[src/rtl/audio_sample_streamer_if.sv]
`default_nettype none
// ============================================================================
// Module  : audio_sample_streamer_if
// Brief   : Control, ROM and sample-output bundle for audio_sample_streamer.
// Revision: 1.0 - initial release
// ============================================================================
interface audio_sample_streamer_if #(
   parameter int SAMPLE_W = 8,
   parameter int WORD_W   = 32,
   parameter int ADDR_W   = 18
);
   logic                start;
   logic                stop;
   logic                loop_en;
   logic [ADDR_W-1:0]   start_addr;
   logic [ADDR_W-1:0]   end_addr;
   logic [ADDR_W-1:0]   rom_addr;
   logic [WORD_W-1:0]   rom_data;
   logic [SAMPLE_W-1:0] sample_data;
   logic                sample_valid;
   logic                busy;
   logic                done;

   modport master (
      input  start, stop, loop_en, start_addr, end_addr, rom_data,
      output rom_addr, sample_data, sample_valid, busy, done
   );

   modport slave (
      output start, stop, loop_en, start_addr, end_addr, rom_data,
      input  rom_addr, sample_data, sample_valid, busy, done
   );
endinterface
`default_nettype wire

[src/rtl/audio_sample_streamer.sv]
`default_nettype none
// ============================================================================
// Module  : audio_sample_streamer
// Brief   : Streams packed PCM samples from a synchronous ROM at a fixed rate.
// Revision: 1.0 - initial release
// ============================================================================
module audio_sample_streamer #(
   parameter int CLK_FREQ    = 100_000_000,
   parameter int SAMPLE_RATE = 8000,
   parameter int SAMPLE_W    = 8,
   parameter int WORD_W      = 32,
   parameter int ADDR_W      = 18,
   parameter int ROM_LATENCY = 1
) (
   input  logic                    clk,
   input  logic                    reset,
   audio_sample_streamer_if.master bus
);
   localparam int c_SPW     = WORD_W / SAMPLE_W;
   localparam int c_DIVIDER = CLK_FREQ / SAMPLE_RATE;
   localparam int c_DIV_W   = (c_DIVIDER > 1) ? $clog2(c_DIVIDER) : 1;
   localparam int c_PH_W    = (c_SPW > 1) ? $clog2(c_SPW) : 1;
   localparam int c_LAT_W   = 3;

   localparam logic [1:0] c_IDLE  = 2'd0;
   localparam logic [1:0] c_FETCH = 2'd1;
   localparam logic [1:0] c_PLAY  = 2'd2;

   logic [1:0]          r_state, w_state_nxt;
   logic [c_DIV_W-1:0]  r_div, w_div_nxt;
   logic [c_PH_W-1:0]   r_phase, w_phase_nxt;
   logic [c_LAT_W-1:0]  r_lat_cnt, w_lat_nxt;
   logic [WORD_W-1:0]   r_word, w_word_nxt;
   logic [ADDR_W-1:0]   r_start_addr, w_start_nxt;
   logic [ADDR_W-1:0]   r_end_addr, w_end_nxt;
   logic [ADDR_W-1:0]   r_rom_addr, w_addr_nxt;
   logic [SAMPLE_W-1:0] r_sample_data, w_data_nxt;
   logic                r_sample_valid, w_valid_nxt;
   logic                r_done, w_done_nxt;

   logic w_tick, w_start_ok, w_fetch_done, w_word_end, w_last_word;
   logic [SAMPLE_W-1:0] w_lane [c_SPW];

   for (genvar i = 0; i < c_SPW; i++) begin : g_lane
      assign w_lane[i] = r_word[i*SAMPLE_W +: SAMPLE_W];
   end

   assign w_tick       = (r_div == c_DIV_W'(c_DIVIDER - 1));
   assign w_start_ok   = bus.start && (bus.start_addr <= bus.end_addr);
   assign w_fetch_done = (r_lat_cnt == c_LAT_W'(ROM_LATENCY));
   assign w_word_end   = (r_phase == c_PH_W'(c_SPW - 1));
   assign w_last_word  = (r_rom_addr == r_end_addr);

   always_ff @(posedge clk or posedge reset) begin
      if (reset) r_state <= c_IDLE;
      else       r_state <= w_state_nxt;
   end

   always_comb begin
      w_state_nxt = r_state;
      if (bus.stop) begin
         w_state_nxt = c_IDLE;
      end else begin
         case (r_state)
            c_IDLE:  if (w_start_ok) w_state_nxt = c_FETCH;
            c_FETCH: if (w_fetch_done) w_state_nxt = c_PLAY;
            c_PLAY:  if (w_tick && w_word_end)
                        w_state_nxt = (w_last_word && !bus.loop_en) ? c_IDLE : c_FETCH;
            default: w_state_nxt = c_IDLE;
         endcase
      end
   end

   always_comb begin
      w_div_nxt   = r_div;
      w_phase_nxt = r_phase;
      w_lat_nxt   = r_lat_cnt;
      w_word_nxt  = r_word;
      w_start_nxt = r_start_addr;
      w_end_nxt   = r_end_addr;
      w_addr_nxt  = r_rom_addr;
      w_data_nxt  = r_sample_data;
      w_valid_nxt = 1'b0;
      w_done_nxt  = 1'b0;
      if (!bus.stop) begin
         // The rate divider free-runs through FETCH so sample spacing never stretches.
         if (r_state != c_IDLE) w_div_nxt = w_tick ? '0 : r_div + 1'b1;
         case (r_state)
            c_IDLE: if (w_start_ok) begin
               w_start_nxt = bus.start_addr;
               w_end_nxt   = bus.end_addr;
               w_addr_nxt  = bus.start_addr;
               w_div_nxt   = '0;
               w_phase_nxt = '0;
               w_lat_nxt   = '0;
            end
            c_FETCH: begin
               if (w_fetch_done) w_word_nxt = bus.rom_data;
               else              w_lat_nxt  = r_lat_cnt + 1'b1;
            end
            c_PLAY: if (w_tick) begin
               w_data_nxt  = w_lane[r_phase];
               w_valid_nxt = 1'b1;
               if (!w_word_end) begin
                  w_phase_nxt = r_phase + 1'b1;
               end else begin
                  w_phase_nxt = '0;
                  w_lat_nxt   = '0;
                  if (!w_last_word)     w_addr_nxt = r_rom_addr + 1'b1;
                  else if (bus.loop_en) w_addr_nxt = r_start_addr;
                  else                  w_done_nxt = 1'b1;
               end
            end
            default: ;
         endcase
      end
   end

   always_ff @(posedge clk or posedge reset) begin
      if (reset) begin
         r_div          <= '0;
         r_phase        <= '0;
         r_lat_cnt      <= '0;
         r_word         <= '0;
         r_start_addr   <= '0;
         r_end_addr     <= '0;
         r_rom_addr     <= '0;
         r_sample_data  <= '0;
         r_sample_valid <= 1'b0;
         r_done         <= 1'b0;
      end else begin
         r_div          <= w_div_nxt;
         r_phase        <= w_phase_nxt;
         r_lat_cnt      <= w_lat_nxt;
         r_word         <= w_word_nxt;
         r_start_addr   <= w_start_nxt;
         r_end_addr     <= w_end_nxt;
         r_rom_addr     <= w_addr_nxt;
         r_sample_data  <= w_data_nxt;
         r_sample_valid <= w_valid_nxt;
         r_done         <= w_done_nxt;
      end
   end

   assign bus.rom_addr     = r_rom_addr;
   assign bus.sample_data  = r_sample_data;
   assign bus.sample_valid = r_sample_valid;
   assign bus.done         = r_done;
   assign bus.busy         = (r_state != c_IDLE);
endmodule
`default_nettype wire

[src/flat_wrapper.sv]
// flat-port wrapper written by rule: the top's interface ports become plain ports
module audio_sample_streamer_flat 
#(
   parameter int CLK_FREQ    = 100_000_000,
   parameter int SAMPLE_RATE = 8000,
   parameter int SAMPLE_W    = 8,
   parameter int WORD_W      = 32,
   parameter int ADDR_W      = 18,
   parameter int ROM_LATENCY = 1
)
  (clk, reset, bus_start, bus_stop, bus_loop_en, bus_start_addr, bus_end_addr, bus_rom_data, bus_rom_addr, bus_sample_data, bus_sample_valid, bus_busy, bus_done);
  audio_sample_streamer_if #(.SAMPLE_W(SAMPLE_W), .WORD_W(WORD_W), .ADDR_W(ADDR_W)) bus_i ();
  input  logic clk;
  input  logic reset;
  input wire logic [$bits(bus_i.start)-1:0] bus_start;
  input wire logic [$bits(bus_i.stop)-1:0] bus_stop;
  input wire logic [$bits(bus_i.loop_en)-1:0] bus_loop_en;
  input wire logic [$bits(bus_i.start_addr)-1:0] bus_start_addr;
  input wire logic [$bits(bus_i.end_addr)-1:0] bus_end_addr;
  input wire logic [$bits(bus_i.rom_data)-1:0] bus_rom_data;
  output wire logic [$bits(bus_i.rom_addr)-1:0] bus_rom_addr;
  output wire logic [$bits(bus_i.sample_data)-1:0] bus_sample_data;
  output wire logic [$bits(bus_i.sample_valid)-1:0] bus_sample_valid;
  output wire logic [$bits(bus_i.busy)-1:0] bus_busy;
  output wire logic [$bits(bus_i.done)-1:0] bus_done;
  assign bus_i.start = bus_start;
  assign bus_i.stop = bus_stop;
  assign bus_i.loop_en = bus_loop_en;
  assign bus_i.start_addr = bus_start_addr;
  assign bus_i.end_addr = bus_end_addr;
  assign bus_i.rom_data = bus_rom_data;
  assign bus_rom_addr = bus_i.rom_addr;
  assign bus_sample_data = bus_i.sample_data;
  assign bus_sample_valid = bus_i.sample_valid;
  assign bus_busy = bus_i.busy;
  assign bus_done = bus_i.done;
  audio_sample_streamer #(.CLK_FREQ(CLK_FREQ), .SAMPLE_RATE(SAMPLE_RATE), .SAMPLE_W(SAMPLE_W), .WORD_W(WORD_W), .ADDR_W(ADDR_W), .ROM_LATENCY(ROM_LATENCY)) u_core (.clk(clk), .reset(reset), .bus(bus_i));
endmodule
[config.mk]
export PLATFORM = sky130hd
export DESIGN_NAME = audio_sample_streamer_flat
export DESIGN_NICKNAME = d
export VERILOG_FILES = /design/src/rtl/audio_sample_streamer_if.sv /design/src/rtl/audio_sample_streamer.sv /design/src/flat_wrapper.sv
export SDC_FILE = /design/constraint.sdc
export NUM_CORES = 1
export LEC_CHECK = 0
export ABC_AREA = 1
export CAP_MARGIN = 0
export CORE_ASPECT_RATIO = 2
export CORE_MARGIN = 3
export CORE_UTILIZATION = 50
export DETAILED_ROUTE_END_ITERATION = 6
export PLACE_DENSITY = 0.86
export SLEW_MARGIN = 40
export SYNTH_ARGS = -nofsm -noshare
export SYNTH_HDL_FRONTEND = slang
export SYNTH_SLANG_ARGS = --single-unit
[constraint.sdc]
create_clock -name clk -period 4 [get_ports clk]
set_clock_uncertainty 0.1 [all_clocks]
set_input_delay 0.8 -clock clk [delete_from_list [all_inputs] [get_ports clk]]
set_output_delay 0.8 -clock clk [all_outputs]
set_load 0.02 [all_outputs]
==> run summary <==
Status = complete, no violations
DR iter-0 viols = 457
Number of synthesized flops with an enable pin = 0
Final Hold Violating Endpoints = 0
Largest net degree at the start of global routing = 77
Number of global-route vias before repair = 6467
CTS Buffer Depth = 2
Die height = 171.2 um
Top cell type by total area after synthesis = dfrtp_1
Largest family of logic cells by synthesized area = simple AND/OR/NAND/NOR gates
Synthesized area per cell = 7.775 sq um
Mapped Nets = 973
RSZ-0062 raised after global routing = false
Adder-Cell Fraction of Synth Area = 4.220%
Initial antenna violation count = 0
Clk_lat worst skew = 0.42 ns
Post-synthesis mux area share = 5.284%
Logic pwr share = 35.6%
Ratio of cells with drive above 1 in the final layout = 9.119%
Hold Crit Class = reg2reg
Critical Path Sink Type = flop
# hold bufs at CTS = 0
Count leader, synth = nand2_1
CTS Sinks = 117
Total leakage power = 0.004250 uW
Synthesized area = 6819 sq um
Synth Area in Compound Gates = 6.862%
Total track usage = 26.18%
Post-synth ARST share = 100.0%
Setup TNS = 0 ns
Slowest-stage cell, CP = buf_4
Util after Layout = 64.48%
Placed wire-length estimate = 13300 um
Top cell family by delay on the critical path = buffers and inverters
Fmax = 0.3322 GHz
Maxcap violations = 0
Final Net Count = 1070
WP data required = 4.17 ns
Routed WL per cell = 16.20 um
Final period utilization = 75.25%
1st-pass router iterations = 5
Synth Area in XOR/XNOR = 3.853%
Gr ovfl total = 0
Seq. cell area = 2928 sq um
Multi-input gate area = 3294 sq um
P_int = 3287 uW
Critical path, cell by cell = clkdlybuf4s50_1, inv_1, ha_1, nand2_1, nor2_1, and2_1, nand3_1, nand3_1, nand2_1, nand4_1, buf_4, o21ai_0
Post-synth top flop = dfrtp_1
Num ports = 102
Total Die Area = 15160 sq um
Sequential-to-total area share from yosys stat = 42.94%
H-tree Lvls = 4
Inserted Clock Buffers = 17
Ant diodes = 0
Global placer's final weighted congestion = 0.9381
WP buf/inv = 3
Flop pwr share = 38.1%
Number of fillers in the final layout = 1059
Seq cells post-synth = 117
Top post-synthesis cells by area = dfrtp_1, nand2_1, inv_1
Remaining antenna violation count after routing = 0
Worst rel slew slack = 50.89%
Post-synthesis simple-gate area fraction = 28.09%
Input/output buffers = 101
Crit path DAT = 3.18 ns
CTS tree = yes
Pwr/cell area = 635.8 nW/um^2
Via density = 5.500
Post-CTS setup buffers = 0
Rows = 59
Core Footprint = 13210 sq um
Worst path max stage delay = 0.49 ns
P_sw = 2130 uW
Die Width = 88.58 um
Endpoints failing setup = 0
CP startpoint kind = input pin
Slew Limit Fails = 0
Post-Syn Instances = 877
Clock power share = 26.3%
Worst-path clk slew = 0.06 ns
YS warnings = 0
Critical setup path kind = in2reg
Synthesis-to-layout area growth = 24.95%
Initial Util = 51.60%
Root buf cell = clkbuf_16
Synth cell count leaders = nand2_1, dfrtp_1, inv_1
Net Sw Frac = 39.32%
Peak supply drop = 0.0003906 V
Total wire length = 18450 um
DRC viols = 0
Top-area cell type share of the netlist area = 42.94%
Largest fanout on the critical path = 72
Minimum clock period = 3.010 ns
Vias = 6264
Worst slew pin tran = 0.7358 ns
Distinct cells, synth = 36
First-pass GRT wire length = 30400 um
Number of gates resized after CTS = 0
flip-flops by register name, indices dropped and copies added (netlist names):
name                     cells
u_core.r_start_addr         18
u_core.r_div                14
u_core.r_state               2
u_core.r_lat_cnt             3
u_core.bus.rom_addr         18
u_core.bus.sample_data       8
u_core.bus.sample_valid      1
u_core.r_phase               2
u_core.r_word               32
u_core.bus.done              1
u_core.r_end_addr           18
layout make-up:
cell class | instances | area share (%)
sequential | 117 | 34.36
clock buffer | 18 | 5.154
multi-input combinational | 607 | 38.66
inverter | 121 | 5.374
timing repair buffer | 110 | 12.80
tap | 152 | 2.232
clock inverter | 14 | 1.410
worst reg2reg max path, stage by stage, from the launching register on:
cell and delay (ns):
dfrtp_1 0.47, xor2_1 0.18, nor2_1 0.25, nand2_1 0.18, nor2_8 0.30, nand3_4 0.32, nor2_4 0.24, nor2_8 0.11
nand2_8 0.16, nand2_1 0.10, nand2_1 0.08
final timing paths:
| path | from | endpoint | slack (ns) | cells after the start |
|---|---|---|---|---|
| setup / recovery | bus_end_addr[5] | u_core.r_start_addr[11]$_DFFE_PP0P_ | 0.99 | 12 |
| hold / removal | u_core.r_start_addr[17]$_DFFE_PP0P_ | u_core.r_start_addr[17]$_DFFE_PP0P_ | 0.39 | 2 |
| setup reg to reg | u_core.bus.rom_addr[13]$_DFFE_PP0P_ | u_core.bus.rom_addr[3]$_DFFE_PP0P_ | 1.46 | 10 |
| hold reg to reg | u_core.r_start_addr[17]$_DFFE_PP0P_ | u_core.r_start_addr[17]$_DFFE_PP0P_ | 0.39 | 2 |
| max in group asynchronous | reset | u_core.r_start_addr[17]$_DFFE_PP0P_ | 2.63 | 3 |
| min in group asynchronous | reset | u_core.bus.sample_data[4]$_DFFE_PP0P_ | 0.72 | 3 |
metal layers:
| layer | up-vias | share of wire [%] | GRT usage, % | routed length (um) |
|---|---|---|---|---|
| met4 | 0 | 5.3 | 16.25 | 969 |
| met5 | - | 0 | 0 | 0 |
| li1 | 3017 | - | - | - |
| met2 | 252 | 55 | 47.11 | 10200 |
| met3 | 62 | 5.3 | 5.301 | 970 |
| met1 | 2933 | 34 | 26.72 | 6304 |
cells in the final DEF (no fill, tap or decap), drive strengths merged, types with 6 or more instances in the layout:
master	count
nand4	32
o22ai	6
nor3	7
clkdlybuf4s50	101
xnor2	10
nand3	60
ha	23
o21ai	53
o32ai	8
inv	124
a21oi	16
buf	9
nor2	91
clkbuf	18
clkinv	7
dfrtp	117
mux2	32
xor2	20
nand2	238
through the flow:
step	area (sq um)	hold WS [ns]	total power [uW]	setup slack [ns]	std cells
after floorplan	6823	0.3530	3302	1.518	877
after global placement	7961	0.3651	3886	0.7373	1107
after detailed placement	7961	0.3725	3975	0.6689	1107
after CTS	8521	0.3879	5417	1.091	1139
after global routing	8521	0.4155	5782	0.8044	1139
final	8521	0.3874	5417	0.9901	1139
cell families after synthesis:
family                   count (synthesis)
flip-flops                             117
buffers and inverters                  153
adder cells (fa/ha/maj)                 23
AND/OR/NAND/NOR                        437
AO/OA/AOI/OAI                           85
multiplexers                            32
XOR/XNOR                                30
power by group through the flow:
| stage | clock network (uW) | registers, uW | logic (uW) |
|---|---|---|---|
| final | 1420 | 2070 | 1930 |
| after global routing | 1500 | 2120 | 2160 |
| after CTS | 1430 | 2050 | 1930 |
| after detailed placement | 0 | 2070 | 1910 |
| after global placement | 0 | 2040 | 1850 |
| after floorplan | 0 | 2030 | 1270 |
No activity file was read; power rests on OpenSTA's default activity.
